`src/rtl/mem_arbiter_pkg.sv`:
```
// Shared definitions for the instruction/data main-memory arbiter.
package arbiter_defs;

  typedef enum logic [1:0] {
    IDLE    = 2'd0,
    GRANT_I = 2'd1,
    GRANT_D = 2'd2,
    DONE    = 2'd3
  } arb_state_t;

  typedef enum logic {
    INS  = 1'b0,
    DATA = 1'b1
  } requester_t;

endpackage

```
`src/rtl/mem_arbiter.sv`:
```
// Round-robin arbiter sharing one main memory between the instruction and data caches.
module mem_arbiter
  import arbiter_defs::*;
#(
  parameter int ADDR_W = 28,
  parameter int LINE_W = 128
) (
  input  logic              CLK,
  input  logic              RESET,
  input  logic              INS_MEM_READ,
  input  logic [ADDR_W-1:0] INS_MEM_ADDRESS,
  output logic [LINE_W-1:0] INS_MEM_READ_DATA,
  output logic              INS_MEM_BUSY_WAIT,
  input  logic              DATA_MEM_READ,
  input  logic              DATA_MEM_WRITE,
  input  logic [ADDR_W-1:0] DATA_MEM_ADDRESS,
  input  logic [LINE_W-1:0] DATA_MEM_WRITE_DATA,
  output logic [LINE_W-1:0] DATA_MEM_READ_DATA,
  output logic              DATA_MEM_BUSY_WAIT,
  output logic              MAIN_MEM_READ,
  output logic              MAIN_MEM_WRITE,
  output logic [ADDR_W-1:0] MAIN_MEM_ADDRESS,
  output logic [LINE_W-1:0] MAIN_MEM_WRITE_DATA,
  input  logic [LINE_W-1:0] MAIN_MEM_READ_DATA,
  input  logic              MAIN_MEM_BUSY_WAIT
);

  arb_state_t state;
  requester_t last;
  logic       started;
  logic       ins_req;
  logic       data_req;
  logic       granted_req;

  assign ins_req     = INS_MEM_READ;
  assign data_req    = DATA_MEM_READ | DATA_MEM_WRITE;
  assign granted_req = (state == GRANT_I) ? ins_req : data_req;

  always_ff @(posedge CLK or negedge RESET) begin
    if (!RESET) begin
      state   <= IDLE;
      last    <= INS;
      started <= 1'b0;
    end else begin
      case (state)
        IDLE: begin
          started <= 1'b0;
          if (ins_req && data_req) begin
            // Tie: the side that did not win the previous tie goes first.
            if (last == INS) begin
              state <= GRANT_D;
              last  <= DATA;
            end else begin
              state <= GRANT_I;
              last  <= INS;
            end
          end else if (ins_req) begin
            state <= GRANT_I;
          end else if (data_req) begin
            state <= GRANT_D;
          end
        end
        GRANT_I, GRANT_D: begin
          if (started && !MAIN_MEM_BUSY_WAIT) begin
            state   <= DONE;
            started <= 1'b0;
          end else if (!started && !granted_req) begin
            state <= IDLE;
          end else if (MAIN_MEM_BUSY_WAIT) begin
            started <= 1'b1;
          end
        end
        DONE: begin
          state   <= IDLE;
          started <= 1'b0;
        end
        default: state <= IDLE;
      endcase
    end
  end

  always_comb begin
    MAIN_MEM_READ       = 1'b0;
    MAIN_MEM_WRITE      = 1'b0;
    MAIN_MEM_ADDRESS    = '0;
    MAIN_MEM_WRITE_DATA = '0;
    INS_MEM_BUSY_WAIT   = ins_req;
    DATA_MEM_BUSY_WAIT  = data_req;
    case (state)
      GRANT_I: begin
        MAIN_MEM_READ     = INS_MEM_READ;
        MAIN_MEM_ADDRESS  = INS_MEM_ADDRESS;
        // Hold the cache stalled until memory has actually picked up the request.
        INS_MEM_BUSY_WAIT = started ? MAIN_MEM_BUSY_WAIT : 1'b1;
      end
      GRANT_D: begin
        MAIN_MEM_READ       = DATA_MEM_READ;
        MAIN_MEM_WRITE      = DATA_MEM_WRITE;
        MAIN_MEM_ADDRESS    = DATA_MEM_ADDRESS;
        MAIN_MEM_WRITE_DATA = DATA_MEM_WRITE_DATA;
        DATA_MEM_BUSY_WAIT  = started ? MAIN_MEM_BUSY_WAIT : 1'b1;
      end
      default: ;
    endcase
  end

  assign INS_MEM_READ_DATA  = MAIN_MEM_READ_DATA;
  assign DATA_MEM_READ_DATA = MAIN_MEM_READ_DATA;

endmodule

```
`config.mk`:
```
export PLATFORM = sky130hd
export DESIGN_NAME = mem_arbiter
export DESIGN_NICKNAME = d
export VERILOG_FILES = /design/src/rtl/mem_arbiter_pkg.sv /design/src/rtl/mem_arbiter.sv
export SDC_FILE = /design/constraint.sdc
export NUM_CORES = 1
export LEC_CHECK = 0
export ABC_AREA = 1
export BUFFER_PORTS_ARGS = -buffer_cell sky130_fd_sc_hd__clkbuf_2
export CORE_AREA = 4 4 285 287
export DETAILED_ROUTE_END_ITERATION = 10
export DIE_AREA = 0 0 289 291
export PLACE_DENSITY = 0.37
export SLEW_MARGIN = 20
export SYNTH_ARGS = -nofsm -noshare
export SYNTH_HDL_FRONTEND = slang
export SYNTH_SLANG_ARGS = --single-unit
```
`constraint.sdc`:
```
create_clock -name CLK -period 2.4 [get_ports CLK]
set_input_delay 0.12 -clock CLK [delete_from_list [all_inputs] [get_ports CLK]]
set_output_delay 0.12 -clock CLK [all_outputs]
set_load 0.005 [all_outputs]
```
## After elaboration in Yosys (flattened, before gate mapping)

Cells that the tools add are included.

- Equality and inequality tests: 7
- Muxes and demuxes: 20
- Bitwise gates (word level): 1
- Reductions and logical operators: 12

Operator list:

| operator | count |
|---|---|
| 2-to-1 mux 128 bit | 1 |
| one-hot mux 28 bit (2 select lines) | 1 |
| 2-to-1 mux 2 bit | 6 |
| 2-to-1 mux 1 bit | 9 |
| != test 3 bit, second input constant | 3 |
| one-hot mux 2 bit (3 select lines) | 1 |
| AND reduction 2 bit | 3 |
| equality test 2 bit, second input constant | 2 |
| != test 4 bit, second input constant | 1 |
| one-hot mux 1 bit (2 select lines) | 2 |
| OR reduction 2 bit | 2 |
| logical AND 1 bit | 3 |
| zero test 1 bit | 3 |
| equality test 2 x 1 -> 1 bit, second input constant | 1 |
| zero test 2 bit | 1 |
| bitwise OR 1 bit | 1 |

- Register bits: 4
- Input port bits: 318
- Output and inout bits: 416

## Logic depth before layout (Yosys ltp)

- Depth in word-level cells: 7
- Depth in mapped cells: 9
- Mapped depth without buffers: 9

## Least setup slack after synthesis

Ideal clock, no wire load.

- Kind: reg2out
- Start: reg state[0]
- End: out MAIN_MEM_ADDRESS[0]
- Data arrival time: 1211 ps
- Setup slack: 1069 ps
- Cell stages (with the launch flop): 7
- Cells stage by stage: dfrtp_1 inv_1 ha_1 inv_1 buf_2 buf_2 a21oi_1

- Longest elaborated chain between the ends: 2
- Elaborated cells between the ends (all ways): 3

RTL lines:

| what | line | source |
|---|---|---|
| from (decl) | mem_arbiter.sv:28 | `arb_state_t state;` |
| from (signal assigned) | mem_arbiter.sv:41 | `state <= IDLE;` |
| from (signal assigned) | mem_arbiter.sv:51 | `state <= GRANT_D;` |
| from (signal assigned) | mem_arbiter.sv:54 | `state <= GRANT_I;` |
| equality test 2 bit / equality test 2 x 1 -> 1 bit (equally long branches) | mem_arbiter.sv:89 | `case (state)` |
| one-hot mux 28 bit (2 select lines) (*) | mem_arbiter.sv:89 |  |
| to (decl) | mem_arbiter.sv:22 | `output logic [ADDR_W-1:0] MAIN_MEM_ADDRESS,` |

Mark *: on every way between the ends. The rest lies on a longest branch, timed or not.

## Final worst setup path

- Start: reg state[0]
- End: out MAIN_MEM_ADDRESS[27]

The elaborated chain is that of the path after synthesis.

==> qor.txt <==
met1 Use GR - 5.02%
final hold violations - 0
vias - 3995
register area share after synthesis - 2.69%
Worst Path Arrival - 1.85 ns
Die Y - 291 um
Worst Setup End Kind - output port
Total GRT Usage - 5.96%
Max-Cap Viols - 0
TritonRoute pass-1 iters - 4
Synth Net Count - 993
cts bufs inserted - 3
slew at the pin closest to its max-slew limit - 0.526 ns
Tcrit/Tclk final - 82.2%
most frequent cells after synthesis - 268 x buf_4, 202 x nand2_1, 138 x inv_1, 32 x a21oi_1, 10 x buf_2
final worst-path setup slack - 0.427 ns
main flop type after synthesis - dfrtp_1
DR WL/cell - 15.2 um
area post-placement - 4780 um^2
clock latency on the worst-skew pair - 0.23 ns
slowest CP cell - buf_4
LEAKAGE - 3.18 nW
relative slew slack - 64.9%
mapped cell area - 3720 um^2
fin. max-slew vios - 0
CTS tree - done
cell row count - 103
RSZ-0062 raised after global routing - false
Hold Crit Endpoint - started
top-area cell type share of the netlist area - 54.1%
asr flop ratio synth - 100%
vias in the first global route - 4087
Routed WL - 27400 um
IO Port Bufs - 349
global-route wire length before repair - 34000 um
pwr dens - 630 nW/um^2
flops & latches, synth - 4
Synth area leader - buf_4
DRC Markers - 0
M2 GR Usage - 9.09%
Longest Clk Path Bufs - 2
layout cells sized above 1 - 48.0%
worst endpoint required time - 2.28 ns
root buf cell - clkbuf_16
fin area - 4880 um^2
Final HPWL DP - 25300 um
Die Footprint - 84100 um^2
status - complete, no violations
FF-to-FF setup slack - 0.74 ns
busiest grt layer - met2
worst-path fanout max - 52
critical path class - reg -> out
Hold Path Class - in -> reg
top post-synthesis cells by area - buf_4 54%, nand2_1 20%, inv_1 14%, a21oi_1 4.3%, dfrtp_1 2.7%
Setup TNS Final - 0 ns
largest net degree at the start of global routing - 57
Max Fclk - 0.507 GHz
Vias/cell - 2.21
Syn Inst Count - 672
YS warnings - 0
core area - 78600 um^2
Layout area overhead - 31.1%
Peak VDD IR - 0.000491 V
cell with the most instances after synthesis - buf_4
Hold Path Depth - 2
Layout Nets - 1073
H-tree depth - 1
Reg clk slew, reported paths - 0.03 ns
Top delay family on crit path - buffers and inverters
Hold Crit Start - MAIN_MEM_BUSY_WAIT
crit-path max cell delay - 0.43 ns
Routed Antenna Nets - 0
initial antenna violation count - 25
crit-path cells - inv_1 -> ha_4 -> buf_4 -> nand2_1 -> a21oi_1 -> clkbuf_2
setup violators final - 0
Starting Density - 4.73%
dpl ws - 0.652 ns
I/O pin count - 734
Post-synth EDFFs - 0
worst path bufs/invs - 3
RD Place Congestion - 0.704
Post-Syn Area per Cell - 5.54 um^2
Worst Skew - 0.00245 ns
Iter 0 DRT Violations - 93
r2r worst-path depth - 8
Unique masters post-synth - 16
capturing point of the worst reg2reg path - state[1]
total number of clock tree sinks - 4
total gr overflow - 0
startpoint types - flip-flop
Hold Slack - 0.197 ns
min cycle time layout - 1.97 ns
met3 usage - 6.84%
DIE WIDTH - 289 um
R2R Path Start - state[0]
how the worst max path moves through the flow:
| stage | start | to | cells past startpoint |
|---|---|---|---|
| after floorplan | state[0] | MAIN_MEM_ADDRESS[0] | 6 |
| after global placement | state[0] | MAIN_MEM_ADDRESS[27] | 6 |
| after detailed placement | state[0] | MAIN_MEM_ADDRESS[27] | 6 |
| after CTS | state[0] | MAIN_MEM_ADDRESS[27] | 6 |
| after global routing | state[0] | MAIN_MEM_ADDRESS[8] | 6 |
| final | state[0] | MAIN_MEM_ADDRESS[27] | 6 |
layout make-up:
| type | count | area [um^2] |
|---|---|---|
| fillers | 9438 | 73700 |
| repair buffers | 355 | 1820 |
| well taps | 1050 | 1310 |
| multi-input cells | 250 | 1040 |
| inverters | 138 | 518 |
| flip-flops and latches | 4 | 100 |
| clock buffers | 3 | 75.1 |
| diodes | 6 | 15.0 |
repair_timing:
item,4_1_cts,5_1_grt
hold buffers,1,0
resized for setup,0,0
setup buffers,0,0
endpoints found under the setup margin,0,0
hold endpoints to repair,4,0
per-stage QoR:
step,power (mW),std cells,utilization [%]
floorplan,1.88,672,-
global placement,3.01,1796,6.08
global route,3.56,1800,6.19
finish,3.07,1806,6.21
CTS,3.26,1800,6.19
detailed placement,2.98,1796,6.08
worst reg2reg max path: cells and delay by family, from the launching register on:
kind                     cells  cell delay (ns)
buffers and inverters        3             0.45
flip-flops                   1             0.36
AO/OA/AOI/OAI                1             0.21
adder cells (fa/ha/maj)      1             0.33
AND/OR/NAND/NOR              3             0.25
kinds of logic after synthesis:
family | synth area share (%)
buffers and inverters | 69.7
and+or+nand+nor | 21.6
AOI/OAI and AO/OA | 4.71
DFF | 2.69
adders and majority gates | 1.01
xor gates and xnor gates | 0.235
state kept, by name (all words and copies together), names as in the netlist:
signal,count
last,1
started,1
state,2
where the power goes:
| group | internal (mW) | switching, mW | total, mW |
|---|---|---|---|
| combinational | 1.02 | 1.67 | 2.69 |
| sequential | 0.0973 | 0.0233 | 0.121 |
| clock | 0.213 | 0.0509 | 0.264 |
| total | 1.33 | 1.75 | 3.07 |
layer usage:
metal,vias up,wire [um],part of all wire (%)
li1,1803,-,-
met2,513,11000,40
met3,101,7060,26
met5,-,196,0.72
met1,1556,8260,30
met4,22,855,3.1
layout by cell type (no fill, tap or decap):
cell type and n:
nand3_1 1, nor2_2 1, o21ai_0 3, clkbuf_2 349, and3_1 1, inv_1 138, ha_1 2, buf_12 2
dfrtp_1 4, buf_4 3, dlygate4sd3_1 1, a21oi_1 32, nand2_1 202, xor2_1 1, diode_2 6, ha_4 1
nor3_2 1, nor2_1 5, clkbuf_16 3
No activity file was read; power rests on OpenSTA's default activity.
